==> src/rtl/memory_bus_bridge_pkg.sv <==
// -----------------------------------------------------------------------------
// HighLevelControl
//   Shared control-path types for the core's memory-side blocks.
//   memBridgeState : FSM states of memory_bus_bridge.
//   LANE_COUNT     : number of byte lanes on the 32-bit data word.
//   DATA_WIDTH     : width of the data lanes; it stays 32 bits even on 64-bit
//                    address builds.
// -----------------------------------------------------------------------------
package HighLevelControl;

    typedef enum logic [2:0] {
        IDLE  = 3'd0,
        REQ   = 3'd1,
        WAIT  = 3'd2,
        DONE  = 3'd3,
        FAULT = 3'd4
    } memBridgeState;

    localparam int LANE_COUNT = 4;
    localparam int DATA_WIDTH = 32;

endpackage

==> src/rtl/memory_bus_bridge_byte_en_checker.sv <==
// -----------------------------------------------------------------------------
// byteEnChecker
//   Combinational legality check of a lane-positioned byte-enable mask.
//   Legal masks are the naturally aligned byte, halfword and word patterns.
//   Ports:
//     ByteEn : in  [3:0] lane mask
//     Legal  : out       1 when ByteEn is an aligned byte/half/word pattern
// -----------------------------------------------------------------------------
module byteEnChecker
    import HighLevelControl::*;
(
    input  logic [LANE_COUNT-1:0] ByteEn,
    output logic                  Legal
);

    // NOTE: every signal written in always_comb gets a default first, so no
    // path through the case can leave it unassigned and infer a latch.
    always_comb begin
        Legal = 1'b0;
        case (ByteEn)
            4'b0001, 4'b0010, 4'b0100, 4'b1000,
            4'b0011, 4'b1100,
            4'b1111: Legal = 1'b1;
            default: Legal = 1'b0;
        endcase
    end

endmodule

==> src/rtl/memory_bus_bridge.sv <==
// -----------------------------------------------------------------------------
// memory_bus_bridge
//   Turns the core's single-cycle data-memory port into a valid/ready request
//   plus response transaction on a variable-latency bus. The core is frozen
//   with Stall until the access retires; illegal masks, bus errors and
//   response timeouts abort the access with a one-cycle MemFault pulse.
//   Ports:
//     clk, reset                      : clock, synchronous active-low reset
//     MemEn, MemWrite, ByteEn,
//     MemAdr, MemWriteData            : core-side access request
//     MemReadData                     : registered load data to the core
//     Stall                           : core must hold while high
//     MemFault                        : one-cycle abort pulse
//     BusReqValid/BusReqReady         : request handshake
//     BusWrite, BusByteEn, BusAdr,
//     BusWriteData                    : registered request payload
//     BusRespValid, BusRespData,
//     BusRespError                    : response channel
// -----------------------------------------------------------------------------
module memory_bus_bridge
    import HighLevelControl::*;
#(
    parameter int BIT_COUNT      = 32,
    parameter int TIMEOUT_CYCLES = 255
)
(
    input  logic                  clk,
    input  logic                  reset,
    input  logic                  MemEn,
    input  logic                  MemWrite,
    input  logic [LANE_COUNT-1:0] ByteEn,
    input  logic [BIT_COUNT-1:0]  MemAdr,
    input  logic [DATA_WIDTH-1:0] MemWriteData,
    output logic [DATA_WIDTH-1:0] MemReadData,
    output logic                  Stall,
    output logic                  MemFault,
    output logic                  BusReqValid,
    input  logic                  BusReqReady,
    output logic                  BusWrite,
    output logic [LANE_COUNT-1:0] BusByteEn,
    output logic [BIT_COUNT-1:0]  BusAdr,
    output logic [DATA_WIDTH-1:0] BusWriteData,
    input  logic                  BusRespValid,
    input  logic [DATA_WIDTH-1:0] BusRespData,
    input  logic                  BusRespError
);

    localparam int                     COUNT_WIDTH   = $clog2(TIMEOUT_CYCLES + 1);
    localparam logic [COUNT_WIDTH-1:0] TIMEOUT_VALUE = COUNT_WIDTH'(TIMEOUT_CYCLES);
    // Clears the two byte-offset bits to form a word address.
    localparam logic [BIT_COUNT-1:0]   WORD_MASK     = ~BIT_COUNT'(3);

    memBridgeState          state;
    memBridgeState          state_next;
    logic [COUNT_WIDTH-1:0] wait_count;
    logic                   byte_en_legal;

    byteEnChecker u_byte_en_checker (
        .ByteEn (ByteEn),
        .Legal  (byte_en_legal)
    );

    // Stall is combinational so the core sees it in the capture cycle itself;
    // it is forced low while reset is asserted.
    assign Stall = reset && MemEn &&
                   (state == IDLE || state == REQ || state == WAIT);

    // NOTE: sequential state uses non-blocking assignments so every register
    // samples the pre-edge values, independent of statement order.
    always_ff @(posedge clk) begin
        if (!reset) begin
            state <= IDLE;
        end else begin
            state <= state_next;
        end
    end

    always_comb begin
        state_next = state;
        case (state)
            IDLE: begin
                if (MemEn) begin
                    state_next = byte_en_legal ? REQ : FAULT;
                end
            end
            // BusReqValid is high for the whole REQ state, so the ready
            // input alone completes the handshake.
            REQ: begin
                if (BusReqReady) begin
                    state_next = WAIT;
                end
            end
            // A response in the same cycle the counter expires still wins.
            WAIT: begin
                if (BusRespValid) begin
                    state_next = BusRespError ? FAULT : DONE;
                end else if (wait_count == TIMEOUT_VALUE) begin
                    state_next = FAULT;
                end
            end
            DONE:    state_next = IDLE;
            FAULT:   state_next = IDLE;
            default: state_next = IDLE;
        endcase
    end

    always_ff @(posedge clk) begin
        if (!reset) begin
            wait_count   <= '0;
            MemReadData  <= '0;
            MemFault     <= 1'b0;
            BusReqValid  <= 1'b0;
            BusWrite     <= 1'b0;
            BusByteEn    <= '0;
            BusAdr       <= '0;
            BusWriteData <= '0;
        end else begin
            // Registered from the next state so both flags line up exactly
            // with the REQ and FAULT states.
            BusReqValid <= (state_next == REQ);
            MemFault    <= (state_next == FAULT);

            if (state == IDLE && MemEn && byte_en_legal) begin
                BusWrite     <= MemWrite;
                BusByteEn    <= ByteEn;
                BusAdr       <= MemAdr & WORD_MASK;
                BusWriteData <= MemWriteData;
            end

            if (state == REQ && BusReqReady) begin
                wait_count <= '0;
            end else if (state == WAIT && !BusRespValid) begin
                wait_count <= wait_count + 1'b1;
            end

            // Stores leave the last load value untouched; any abort zeroes it.
            if (state == WAIT && BusRespValid && !BusRespError && !BusWrite) begin
                MemReadData <= BusRespData;
            end
            if (state_next == FAULT) begin
                MemReadData <= '0;
            end
        end
    end

endmodule

==> config.mk <==
export PLATFORM = sky130hd
export DESIGN_NAME = memory_bus_bridge
export DESIGN_NICKNAME = d
export VERILOG_FILES = /design/src/rtl/memory_bus_bridge_pkg.sv /design/src/rtl/memory_bus_bridge_byte_en_checker.sv /design/src/rtl/memory_bus_bridge.sv
export SDC_FILE = /design/constraint.sdc
export NUM_CORES = 1
export LEC_CHECK = 0
export CAP_MARGIN = 10
export CORE_UTILIZATION = 60
export CTS_CLUSTER_DIAMETER = 150
export DETAILED_ROUTE_END_ITERATION = 6
export DONT_BUFFER_PORTS = 1
export PLACE_DENSITY = 0.76
export SLEW_MARGIN = 20
export SYNTH_ARGS = -nofsm -noshare
export SYNTH_HDL_FRONTEND = slang
export SYNTH_SLANG_ARGS = --single-unit
==> constraint.sdc <==
create_clock -name clk -period 2.3 [get_ports clk]
set_input_delay 0.575 -clock clk [delete_from_list [all_inputs] [get_ports clk]]
set_output_delay 0.575 -clock clk [all_outputs]
set_load 0.01 [all_outputs]
* Word level (Yosys, flattened, before mapping)
Cells that the tools add are included.
W data, S select, Z words.
** Word-level totals
- Latch bits :: 0
- Bits of input ports :: 107
- Register bits after elaboration :: 112
- Memories kept :: 0
- ROM bits :: 0
- Output and inout bits :: 104
- RAM bits :: 0
- Logic and storage cells :: 49
** Operators by class
- Bitwise gates (word level) :: 1
- Shift-type cells :: 0
- Reductions and logical operators :: 18
- Add/subtract/negate cells :: 1
- Eq/ne operators :: 12
- Magnitude comparators :: 0
- $mul :: 0
- Divide/modulo/power cells :: 0
- Mux-type cells :: 8
** Operators with widths (number)
- $mux W3 :: 6
- $eq A4 B4 Y1 const B :: 3
- $logic_and A1 B1 Y1 :: 9
- $pmux W3 S3 :: 1
- $add A8 B1 Y8 const B :: 1
- $eq A4 B2 Y1 const B :: 2
- $eq A8 B8 Y1 const B :: 1
- $reduce_or A7 Y1 :: 1
- $eq A3 B1 Y1 const B :: 2
- $eq A4 B1 Y1 const B :: 1
- $eq A4 B3 Y1 const B :: 1
- $reduce_or A2 Y1 :: 2
- $eq A3 B2 Y1 const B :: 1
- $eq A3 B3 Y1 const B :: 1
- $logic_not A1 Y1 :: 3
- $logic_not A3 Y1 :: 1
- $logic_or A1 B1 Y1 :: 2
- $mux W1 :: 1
- $not A1 Y1 :: 1

* Logic depth before layout (Yosys ltp)
- Depth after elaboration :: 8
- Depth in mapped cells :: 7
- Depth with buffers taken out :: 5

* By module
Synthesis repeated with hierarchy kept, for this count alone.
** Unflattened totals
- Cell total of the unflattened synthesis :: 544
- Area, all modules :: 4585.6 um2
** Modules (own cells, without submodules)
- memory_bus_bridge :: seq. area each 2242.2 um2, times used 1, cells each 539, area an instance 4559.4 um2
- byteEnChecker :: seq. area each 0.0 um2, times used 1, cells each 5, area an instance 26.3 um2

* Worst setup path after synthesis
OpenSTA, ideal clock, no wires.
- Path kind :: input -> register
- Start point :: input port ByteEn[2]
- End point :: register MemReadData[10]
- Setup time :: 0.096 ns
- Data required time :: 2.204 ns
- Stages on the path :: 7
- Buffers on the path :: 3
- Data arrival time :: 1.740 ns
- Path slack :: 0.464 ns
- Path through :: buf_2 > nor2_2 > o21ai_0 > and3_1 > buf_2 > buf_2 > nor4b_1
** Between the ends
- Word-level cells in the longest chain between the ends :: 8
- Elaborated cells between the ends (all ways) :: 14
- Classes of those cells :: eq/ne (8); mux (4); reduce/logical (2)
** Ends and longest elaborated chain
- from (decl) :: line memory_bus_bridge.sv:31 : input logic [LANE_COUNT-1:0] ByteEn,
- $eq A4 B1 Y1 (tied with other cells) :: line memory_bus_bridge_byte_en_checker.sv:20 : case (ByteEn)
- $reduce_or A7 Y1 * :: line memory_bus_bridge_byte_en_checker.sv:20
- $mux W1 * :: line memory_bus_bridge_byte_en_checker.sv:20
- $mux W3 * :: line memory_bus_bridge.sv:83 : state_next = byte_en_legal ? REQ : FAULT;
- $mux W3 * :: line memory_bus_bridge.sv:82 : if (MemEn) begin
- $pmux W3 S3 * :: line memory_bus_bridge.sv:80 : case (state)
- $eq A3 B3 Y1 * :: line memory_bus_bridge.sv:140 : if (state_next == FAULT) begin
- $reduce_or A2 Y1 (no source line) *
- to (signal assigned) :: line memory_bus_bridge.sv:138 : MemReadData <= BusRespData;
- to (decl) :: line memory_bus_bridge.sv:34 : output logic [DATA_WIDTH-1:0] MemReadData,
Every way passes the cells marked *; elsewhere a longest branch is shown, timed or not.
A chain may end at the register's enable or synchronous reset.

* Worst setup path in the final report
- Start point :: register state[0]
- End point :: register BusWriteData[11]
** Between the ends
- Word-level cells in the longest chain between the ends :: 3
** Ends and longest elaborated chain
- from (decl) :: line memory_bus_bridge.sv:53 : memBridgeState state;
- from (signal assigned) :: line memory_bus_bridge.sv:74 : state <= state_next;
- $logic_not A3 Y1 :: line memory_bus_bridge.sv:123 : if (state == IDLE && MemEn && byte_en_legal) begin
- $logic_and A1 B1 Y1 (2 in a row) :: line memory_bus_bridge.sv:123
- to (signal assigned) :: line memory_bus_bridge.sv:127 : BusWriteData <= MemWriteData;
- to (decl) :: line memory_bus_bridge.sv:42 : output logic [DATA_WIDTH-1:0] BusWriteData,
No other way between the ends.

==> insert_results.sql <==
INSERT INTO impl_metrics (metric_group, metric, value, unit) VALUES
('drt', 'via_count', '3325', ''),
('floorplanning', 'core_area', '7730', 'um^2'),
('grt', 'grt_pass1_wl', '15.0', 'mm'),
('status', 'outcome', 'finished, final reports clean', ''),
('synthesis', 'yosysTopAreaCell', 'sky130_fd_sc_hd__dfxtp_1', ''),
('drt', 'detail_routed_via_count_per_cell', '5.75', ''),
('drt', 'post-route-drc-count', '0', ''),
('synthesis', 'synth_adder_area_share', '0.00260', ''),
('power', 'cellInternalPower', '0.00260', 'W'),
('timing', 'fin_worst_skew', '14.0', 'ps'),
('placed_design', 'routabilityCongestion', '0.763', ''),
('power', 'fraction_of_power_consumed_by_sequential_logic', '0.602', ''),
('floorplanning', 'design.die.area', '8370', 'um^2'),
('layout', 'finish.instance_area', '4960', 'um^2'),
('clock_tree', 'cts_repair_resize_count', '0', ''),
('clock_tree', 'cts_hold_repair.buffers', '0', ''),
('clock_tree', 'clk_path_buf_depth', '2', ''),
('floorplanning', 'num_rows', '32', ''),
('min_path', 'timing.hold.worst.class', 'in -> reg', ''),
('power', 'vdd.ir_drop.worst', '315', 'uV'),
('synthesis', 'syn_area_per_cell', '9.82', 'um^2'),
('setup_path', 'worst-path-max-fanout', '18', ''),
('drt', 'dr.pass1.iters', '4', ''),
('timing', 'slew_headroom', '0.628', ''),
('floorplanning', 'floorplan.initialDensity', '0.622', ''),
('synthesis', 'synthesized_area_fraction_occupied_by_ao_oa_aoi_and_oai_cells', '0.0357', ''),
('clock_tree', 'cts_tree', 'yes', ''),
('drt', 'initialDrtViolationCount', '111', ''),
('timing', 'final.setup.tns', '0', 'ps'),
('power', 'netSwitchingPower', '0.000908', 'W'),
('timing', 'tightest_slew', '555', 'ps'),
('placed_design', 'dpl_cell_area', '4770', 'um^2'),
('timing', 'timing.final.hold_violations', '0', ''),
('setup_path', 'crit_path_end_kind', 'register', ''),
('setup_path', 'timing.critical_path.required', '2590', 'ps'),
('placed_design', 'port-buffer-count', '0', ''),
('drt', 'wire_per_inst', '16.8', 'um'),
('synthesis', 'ys_ff_latch', '112', ''),
('synthesis', 'yosysUniqueCellTypes', '43', ''),
('power', 'share_comb_of_total_power', '0.082', ''),
('grt', 'globalRoute.totalOverflow', '0', ''),
('synthesis', 'synth_most_common_cell', 'sky130_fd_sc_hd__nand2_1', ''),
('power', 'power_density', '707', 'nW/um^2'),
('synthesis', 'synth_top_family_by_area', 'simple AND/OR/NAND/NOR gates', ''),
('power', 'p_sw_frac', '0.259', ''),
('clock_tree', 'clk_lat_worst_skew', '360', 'ps'),
('layout', 'syn2layout_area_growth', '3.20', '%'),
('layout', 'layout-drive-gt1-share', '0.0756', ''),
('synthesis', 'ys_dominant_reg_cell', 'sky130_fd_sc_hd__dfxtp_1', ''),
('synthesis', 'async_flop_share', '0', ''),
('floorplanning', 'floorplan.die.width', '91.5', 'um'),
('drt', 'final_wirelength', '9.73', 'mm'),
('timing', 'layout_worst_path_cycle_share', '0.877', ''),
('synthesis', 'synth_xor_area_frac', '0.0128', ''),
('clock_tree', 'h-tree-depth', '3', ''),
('clock_tree', 'cts.clk_slew.worst_paths', '110', 'ps'),
('synthesis', 'syn_area', '4800', 'um^2'),
('grt', 'groute.usage.overall', '0.224', ''),
('clock_tree', 'cts-root-buf', 'sky130_fd_sc_hd__clkbuf_8', ''),
('drt', 'detail-route-antenna-nets', '0', ''),
('layout', 'fillers', '671', ''),
('timing', 'layout_min_cycle_time', '2020', 'ps'),
('synthesis', 'fraction_of_synthesized_area_in_multiplexers', '0.204', ''),
('layout', 'final_util', '0.642', ''),
('synthesis', 'simple_gate_share_of_the_synthesized_area', '0.213', ''),
('grt', 'first_global_vias', '3176', ''),
('floorplanning', 'die-height', '91.5', 'um'),
('synthesis', 'yosysWarningCount', '0', ''),
('setup_path', 'timing.setup.critical_path_class', 'reg -> reg', ''),
('synthesis', 'synth_commonest_cells', 'sky130_fd_sc_hd__nand2_1, sky130_fd_sc_hd__dfxtp_1, sky130_fd_sc_hd__mux2i_1', ''),
('flow_run', 'cap_viol_max_count', '0', '');
==> worst paths after layout <==
path | from | to | slack (ps) | depth (start not counted)
setup / recovery | state[0]$_SDFF_PN0_ | BusWriteData[11]$_SDFFE_PN0P_ | 280 | 4
hold reg to reg | BusWriteData[7]$_SDFFE_PN0P_ | BusWriteData[7]$_SDFFE_PN0P_ | 510 | 2
setup reg to reg | state[0]$_SDFF_PN0_ | BusWriteData[11]$_SDFFE_PN0P_ | 280 | 4
hold / removal | MemAdr[22] | BusAdr[22]$_SDFFE_PN0P_ | 330 | 2
==> placed cells by master, fill, tap and decap left out, drive strengths merged, types with 2 or more instances in the layout <==
master and n:
nand2 133, dfxtp 112, mux2i 98, nor4b 34, buf 13, nor2 11
clkbuf 11, o21ai 8, nand4 5, xor2 5, nand3 4, and3 3
a21o 3, inv 3, clkinv 3, xnor2 2, nor3b 2, o21ba 2
o31ai 2, a222oi 2, nor2b 2, conb 2, a21oi 2
==> layer usage <==
metal | GRT usage | wire [um]
met5 | 0 | 0
met3 | 0.0695 | 857
met4 | 0.102 | 165
met1 | 0.263 | 3980
met2 | 0.372 | 4730
==> critical path, stage by stage (launching register included) <==
cell and delay [ps]:
sky130_fd_sc_hd__dfxtp_1 420, sky130_fd_sc_hd__or4b_4 620, sky130_fd_sc_hd__a21oi_4 450, sky130_fd_sc_hd__buf_12 240, sky130_fd_sc_hd__mux2i_1 200
==> area by class of cell <==
type / count / area (um^2) / share of cell area
Clock buffer: 11 / 141 / 0.0285
Clock inverter: 5 / 41.3 / 0.00833
Inverter: 2 / 7.51 / 0.00151
Multi-Input combinational cell: 333 / 2260 / 0.456
Sequential cell: 112 / 2240 / 0.452
Tap cell: 102 / 128 / 0.0257
Timing Repair Buffer: 13 / 135 / 0.0273
==> state kept, by name, indices dropped and copies added (netlist names) <==
name and cells:
BusAdr 30, BusByteEn 4, BusReqValid 1, BusWrite 1, BusWriteData 32, MemFault 1, MemReadData 32, state 3
wait_count 8
==> through the flow <==
stage | instances | hold slack, ps | total power, W | worst slack [ps]
after floorplan | 490 | 479 | 0.00244 | 464
after global placement | 562 | 489 | 0.00243 | 279
after detailed placement | 562 | 492 | 0.00245 | 255
after CTS | 578 | 325 | 0.00352 | 290
after global routing | 578 | 325 | 0.00363 | 128
final | 578 | 331 | 0.00351 | 283
==> power by group through the flow <==
| stage | clock network (W) | registers, W | logic (W) |
|---|---|---|---|
| final | 0.00111 | 0.00211 | 0.000288 |
| after global routing | 0.00120 | 0.00212 | 0.000317 |
| after CTS | 0.00112 | 0.00211 | 0.000290 |
| after detailed placement | 0 | 0.00216 | 0.000290 |
| after global placement | 0 | 0.00216 | 0.000277 |
| after floorplan | 0 | 0.00213 | 0.000309 |
==> logic make-up after synthesis <==
kind of cell / Yosys count
xor+xnor: 7
buf+inv: 45
fa+ha+maj: 1
simple gates: 201
compound gates: 24
other cells: 1
flops: 112
mux: 98
(Power assumes the default switching activity.)
